## src/rtl/disp_scan_if.sv

```systemverilog
// disp_scan_if
//   Bundles the signals between a display scan controller and whoever owns the
//   display word.
//   master : drives en/dat, observes adr/an/scan_tick/state
//   slave  : the scan controller itself
// Signals
//   en        scan enable (level, no handshake: the controller never stalls the
//             source and the source never waits on the controller)
//   dat[15:0] display word, digit k = dat[4k+3:4k]
//   adr[1:0]  digit select to the nibble mux
//   an[3:0]   active-low anode enables
//   scan_tick one-cycle pulse in the cycle adr has just advanced
//   state     FSM state, debug visibility only
interface disp_scan_if;
  logic        en;
  logic [15:0] dat;
  logic [1:0]  adr;
  logic [3:0]  an;
  logic        scan_tick;
  logic [1:0]  state;

  modport master (
    output en, dat,
    input  adr, an, scan_tick, state
  );

  modport slave (
    input  en, dat,
    output adr, an, scan_tick, state
  );
endinterface

```

## src/rtl/disp_scan_ctrl.sv

```systemverilog
// disp_scan_ctrl
//   Scan controller for a 4-digit multiplexed 7-segment display. Steps a 2-bit
//   digit address through 0..3, one slot of DIV clocks per digit. Each slot
//   starts with BLANK clocks of all anodes off (anti-ghosting), then lights the
//   addressed digit for the rest of the slot. Optional leading-zero blanking.
// Parameters
//   DIV    clocks per digit slot, DIV >= BLANK+2
//   BLANK  dark clocks at the start of each slot, BLANK >= 1
//   LZB_EN 1 = blank leading-zero digits, 0 = light all four
// Ports
//   clk    rising-edge clock
//   rst    asynchronous active-high reset
//   bus    disp_scan_if.slave: en/dat in; adr/an/scan_tick/state out
//          (all outputs registered)
module disp_scan_ctrl #(
  parameter int DIV    = 50000,
  parameter int BLANK  = 16,
  parameter bit LZB_EN = 1'b1
) (
  input  logic        clk,
  input  logic        rst,
  disp_scan_if.slave  bus
);

  localparam int CW = (DIV > 1) ? $clog2(DIV) : 1;

  localparam logic [1:0] S_IDLE  = 2'd0;
  localparam logic [1:0] S_BLANK = 2'd1;
  localparam logic [1:0] S_SHOW  = 2'd2;

  localparam logic [CW-1:0] BLANK_LAST = CW'(BLANK - 1);
  localparam logic [CW-1:0] BLANK_CNT  = CW'(BLANK);
  localparam logic [CW-1:0] DIV_LAST   = CW'(DIV - 1);
  localparam logic [CW-1:0] CNT_ONE    = CW'(1);

  logic [1:0]    state;
  logic [CW-1:0] cnt;
  logic [1:0]    adr;
  logic [3:0]    an;
  logic          scan_tick;
  logic [3:0]    show_mask;

  // Anode pattern for the current digit, evaluated from dat as it stands.
  // It is only captured into an at the BLANK->SHOW edge, so a dat change
  // mid-slot does not disturb the lit digit.
  always_comb begin
    show_mask = ~(4'b0001 << adr);
    if (LZB_EN) begin
      case (adr)
        2'd1:    if (bus.dat[15:4]  == 12'h000) show_mask = 4'hF;
        2'd2:    if (bus.dat[15:8]  == 8'h00)   show_mask = 4'hF;
        2'd3:    if (bus.dat[15:12] == 4'h0)    show_mask = 4'hF;
        default: ;  // digit 0 is always lit so an all-zero word shows "0"
      endcase
    end
  end

  always_ff @(posedge clk or posedge rst) begin
    if (rst) begin
      state     <= S_IDLE;
      cnt       <= '0;
      adr       <= 2'd0;
      an        <= 4'hF;
      scan_tick <= 1'b0;
    end else if (!bus.en) begin
      // Display dark and scan frozen; adr is held so the scan resumes where
      // it stopped.
      state     <= S_IDLE;
      cnt       <= '0;
      an        <= 4'hF;
      scan_tick <= 1'b0;
    end else begin
      scan_tick <= 1'b0;
      case (state)
        S_IDLE: begin
          state <= S_BLANK;
          cnt   <= '0;
          an    <= 4'hF;
        end
        S_BLANK: begin
          an <= 4'hF;
          if (cnt == BLANK_LAST) begin
            state <= S_SHOW;
            cnt   <= BLANK_CNT;
            an    <= show_mask;
          end else begin
            cnt <= cnt + CNT_ONE;
          end
        end
        S_SHOW: begin
          if (cnt == DIV_LAST) begin
            // adr moves only here, so it is stable through the following
            // blank window while the mux and decoder settle.
            state     <= S_BLANK;
            cnt       <= '0;
            adr       <= adr + 2'd1;
            an        <= 4'hF;
            scan_tick <= 1'b1;
          end else begin
            cnt <= cnt + CNT_ONE;
          end
        end
        default: begin
          state <= S_IDLE;
          cnt   <= '0;
          an    <= 4'hF;
        end
      endcase
    end
  end

  assign bus.state     = state;
  assign bus.adr       = adr;
  assign bus.an        = an;
  assign bus.scan_tick = scan_tick;

endmodule

```

## src/flat_wrapper.sv

```systemverilog
// flat-port wrapper written by rule: the top's interface ports become plain ports
module disp_scan_ctrl_flat 
#(
  parameter int DIV    = 50000,
  parameter int BLANK  = 16,
  parameter bit LZB_EN = 1'b1
)
  (clk, rst, bus_en, bus_dat, bus_adr, bus_an, bus_scan_tick, bus_state);
  disp_scan_if bus_i ();
  input  logic clk;
  input  logic rst;
  input wire logic [$bits(bus_i.en)-1:0] bus_en;
  input wire logic [$bits(bus_i.dat)-1:0] bus_dat;
  output wire logic [$bits(bus_i.adr)-1:0] bus_adr;
  output wire logic [$bits(bus_i.an)-1:0] bus_an;
  output wire logic [$bits(bus_i.scan_tick)-1:0] bus_scan_tick;
  output wire logic [$bits(bus_i.state)-1:0] bus_state;
  assign bus_i.en = bus_en;
  assign bus_i.dat = bus_dat;
  assign bus_adr = bus_i.adr;
  assign bus_an = bus_i.an;
  assign bus_scan_tick = bus_i.scan_tick;
  assign bus_state = bus_i.state;
  disp_scan_ctrl #(.DIV(DIV), .BLANK(BLANK), .LZB_EN(LZB_EN)) u_core (.clk(clk), .rst(rst), .bus(bus_i));
endmodule
```

## config.mk

```make
export PLATFORM = sky130hd
export DESIGN_NAME = disp_scan_ctrl_flat
export DESIGN_NICKNAME = d
export VERILOG_FILES = /design/src/rtl/disp_scan_if.sv /design/src/rtl/disp_scan_ctrl.sv /design/src/flat_wrapper.sv
export SDC_FILE = /design/constraint.sdc
export NUM_CORES = 1
export LEC_CHECK = 0
export ABC_AREA = 1
export CAP_MARGIN = 20
export CORE_MARGIN = 10
export CORE_UTILIZATION = 52
export CTS_CLUSTER_DIAMETER = 50
export CTS_CLUSTER_SIZE = 28
export DETAILED_ROUTE_END_ITERATION = 8
export PLACE_DENSITY = 0.8
export SETUP_SLACK_MARGIN = 0.02
export SYNTH_ARGS = -nofsm -noshare
export SYNTH_HDL_FRONTEND = slang
export SYNTH_SLANG_ARGS = --single-unit
export TNS_END_PERCENT = 30
```

## constraint.sdc

```tcl
create_clock -name clk -period 2.23 [get_ports clk]
set_clock_uncertainty 0.2 [all_clocks]
set_input_delay 0.3345 -clock clk [delete_from_list [all_inputs] [get_ports clk]]
set_output_delay 0.3345 -clock clk [all_outputs]
set_load 0.02 [all_outputs]
```

==> metrics.cfg <==
[critical_path]
critical_path_class = register to primary output
cpPeakStageDelay_ns = 0.67
cp.required_ns = 1.70
critical_path_buf_inv_count = 1
arrival_ns = 1.51
crit_slowest_cell = clkdlybuf4s50_1
path_cells = clkdlybuf4s50_1
cp-end-kind = primary output
crit_family = buffers and inverters
cp-start-kind = register
critPathMaxFanout = 8

[floorplanning]
die_area_um2 = 5756
fp-row-count = 20
io_pins = 28
core_um2 = 3028
dieWidth_um = 75.87
die_h_um = 75.87
start_util_pct = 53.60

[global_routing]
antenna_found_initial = 0
grt_max_degree = 26
grt_pass1_vias = 1341
grt_usage_pct = 12.58
grt_pass1_wl_um = 5747
grt_overflow = 0

[power_and_ir_drop]
pwr-share-clk_pct = 27.6
seq_power_share_pct = 60.6
netSwitchingPower_uw = 195.8
internal_power_uw = 568.6
p_leak_nw = 0.8845
p_sw_share_pct = 25.62
comb_power_share_pct = 11.8
power_density_nw_per_um2 = 396.7
ir_worst_vdd_mv = 0.2982
fin_total_pwr_uw = 764.4

[yosys]
synth.top_cell.area_share_pct = 32.38
synth_top_family_by_area = simple AND/OR/NAND/NOR gates
ys.flop_type = dfrtp_1
synth-compound-area-share_pct = 3.392
synth_warnings = 0
synthAdderAreaFrac_pct = 9.252
synth-simple-area-share_pct = 35.77
synth_edf_count = 0
synth_xor_xnor_area_share_pct = 5.937
postSynth.asyncResetShare_pct = 100.0
synth_seq_cells = 25
postSynthCellCount = 221
synth_fp_nets = 252
synth_cell_types = 23
synth.avg_cell_area_um2 = 7.343
synth_top_cell_by_area = dfrtp_1
synth-seq-area-share_pct = 38.86
yosys-top-cells-area = dfrtp_1, nor2_1, ha_1
synthMuxAreaShare_pct = 0
syn_area_um2 = 1623

[timing]
tns_ns = 0
setup_viol = 0
period_minus_slack_ns = 2.047
rsz0062_at_grt = false
hold_viol = 0
fin_crit_sh_pct = 91.80
slew_headroom_pct = 68.59
whs_ns = 0.1321
worst_pin_slew_ns = 0.4676
fmax_mhz = 488.5
maxSlewViolCount = 0

[finish]
finalInstanceArea_um2 = 1927
final_nets = 279
n_antenna_cell = 0
layout-drive-gt1-share_pct = 7.287
area_delta_synth_final_pct = 18.74
final_util_pct = 63.64

[clocking]
cts-root-buf = clkbuf_4
clock_path_buffers = 2
cts_made_buffers = 3
h-tree-depth = 1
cts_hold_buf = 0
cts_resized = 0
cts.clk_slew.worst_paths_ns = 0.14
post-cts-setup-buffer-count = 0
cts_num_sinks = 25
cts_tree = done
clock_latency_ns = 0.33

[drt]
ant_nets = 0
first_iter_violations = 68
vias = 1375
avgViaCountPerCell = 4.725
wl_um = 3233
drt_drc_violations_left = 0
wl_per_cell_um = 11.11
drt_pre_antenna_iters = 4

[place]
placed_area_um2 = 1899
port_buffers = 23
post-dp-hpwl_um = 2519
gp_congestion = 0.9161

[run_status]
outcome = finished clean

[job]
maxCapViolCount = 0

[min_path]
hp-class = primary input to async pin

-- logic make-up after synthesis --
| group | count (synthesis) |
|---|---|
| XOR/XNOR | 11 |
| adder cells (fa/ha/maj) | 12 |
| buffers and inverters | 27 |
| AND/OR/NAND/NOR | 135 |
| AO/OA/AOI/OAI | 11 |
| flip-flops | 25 |
-- metal layers --
layer | vias up | GRT usage (%) | share of wire, %
met1 | 607 | 16.72 | 50
met5 | - | 0 | 0
li1 | 739 | - | -
met2 | 24 | 18.96 | 42
met3 | 5 | 3.906 | 7.5
met4 | 0 | 3.918 | 1.2
-- power by group through the flow --
stage | registers, mW | clock network [mW] | logic, mW
finish | 0.463 | 0.211 | 0.0901
global route | 0.465 | 0.232 | 0.105
CTS | 0.463 | 0.214 | 0.0922
detailed placement | 0.472 | 0 | 0.0915
global placement | 0.471 | 0 | 0.0906
floorplan | 0.474 | 0 | 0.0475
-- area by class of cell --
| cell class | count | area, um^2 |
|---|---|---|
| Inverter | 25 | 93.84 |
| Clock inverter | 1 | 5.005 |
| Tap cell | 44 | 55.05 |
| Clock buffer | 3 | 22.52 |
| Sequential cell | 25 | 630.6 |
| Timing Repair Buffer | 24 | 237.7 |
| Fill cell | 283 | 1101 |
| Multi-Input combinational cell | 169 | 882.1 |
-- state kept, by name, summed over array words and instances, names as in the netlist --
register and count:
u_core.cnt 16, u_core.bus.an 4, u_core.bus.adr 2, u_core.bus.state 2, u_core.bus.scan_tick 1
-- cells in the final DEF, fill, tap and decap left out, types with 4 or more instances in the layout --
| cell type | instances |
|---|---|
| dfstp_2 | 4 |
| nand2_1 | 40 |
| inv_1 | 25 |
| xor2_1 | 8 |
| o21ai_0 | 6 |
| a21oi_1 | 4 |
| nor2_1 | 60 |
| clkdlybuf4s50_1 | 23 |
| nor3_1 | 4 |
| ha_1 | 12 |
| nand3_1 | 18 |
| dfrtp_1 | 21 |
-- synthesized netlist by cell type (3+ instances only) --
| library cell | number |
|---|---|
| nand3_1 | 18 |
| xor2_1 | 8 |
| nor3_1 | 4 |
| dfrtp_1 | 21 |
| nand2_2 | 3 |
| nand2_1 | 40 |
| ha_1 | 12 |
| xnor2_1 | 3 |
| nor2_1 | 60 |
| dfstp_2 | 4 |
| a21oi_1 | 4 |
| o21ai_0 | 6 |
| inv_1 | 25 |
-- stage by stage --
stage,worst slack [ns],instances
global route,0.1319,291
finish,0.1830,291
detailed placement,0.4281,287
CTS,0.1677,291
floorplan,0.6173,221
global placement,0.4544,287
-- final timing paths --
kind / startpoint / endpoint / slack, ns / depth (start not counted)
worst min-delay path: rst / u_core.cnt[10] / 0.13 / 3
max in group asynchronous: rst / u_core.bus.an[2] / 1.40 / 3
worst min register to register: u_core.cnt[0] / u_core.cnt[0] / 0.28 / 1
worst max-delay path: u_core.bus.adr[0] / bus_adr[0] / 0.18 / 1
min in group clk: u_core.cnt[0] / u_core.cnt[0] / 0.28 / 1
worst max register to register: u_core.cnt[0] / u_core.cnt[10] / 0.46 / 8
(Power assumes the default switching activity.)
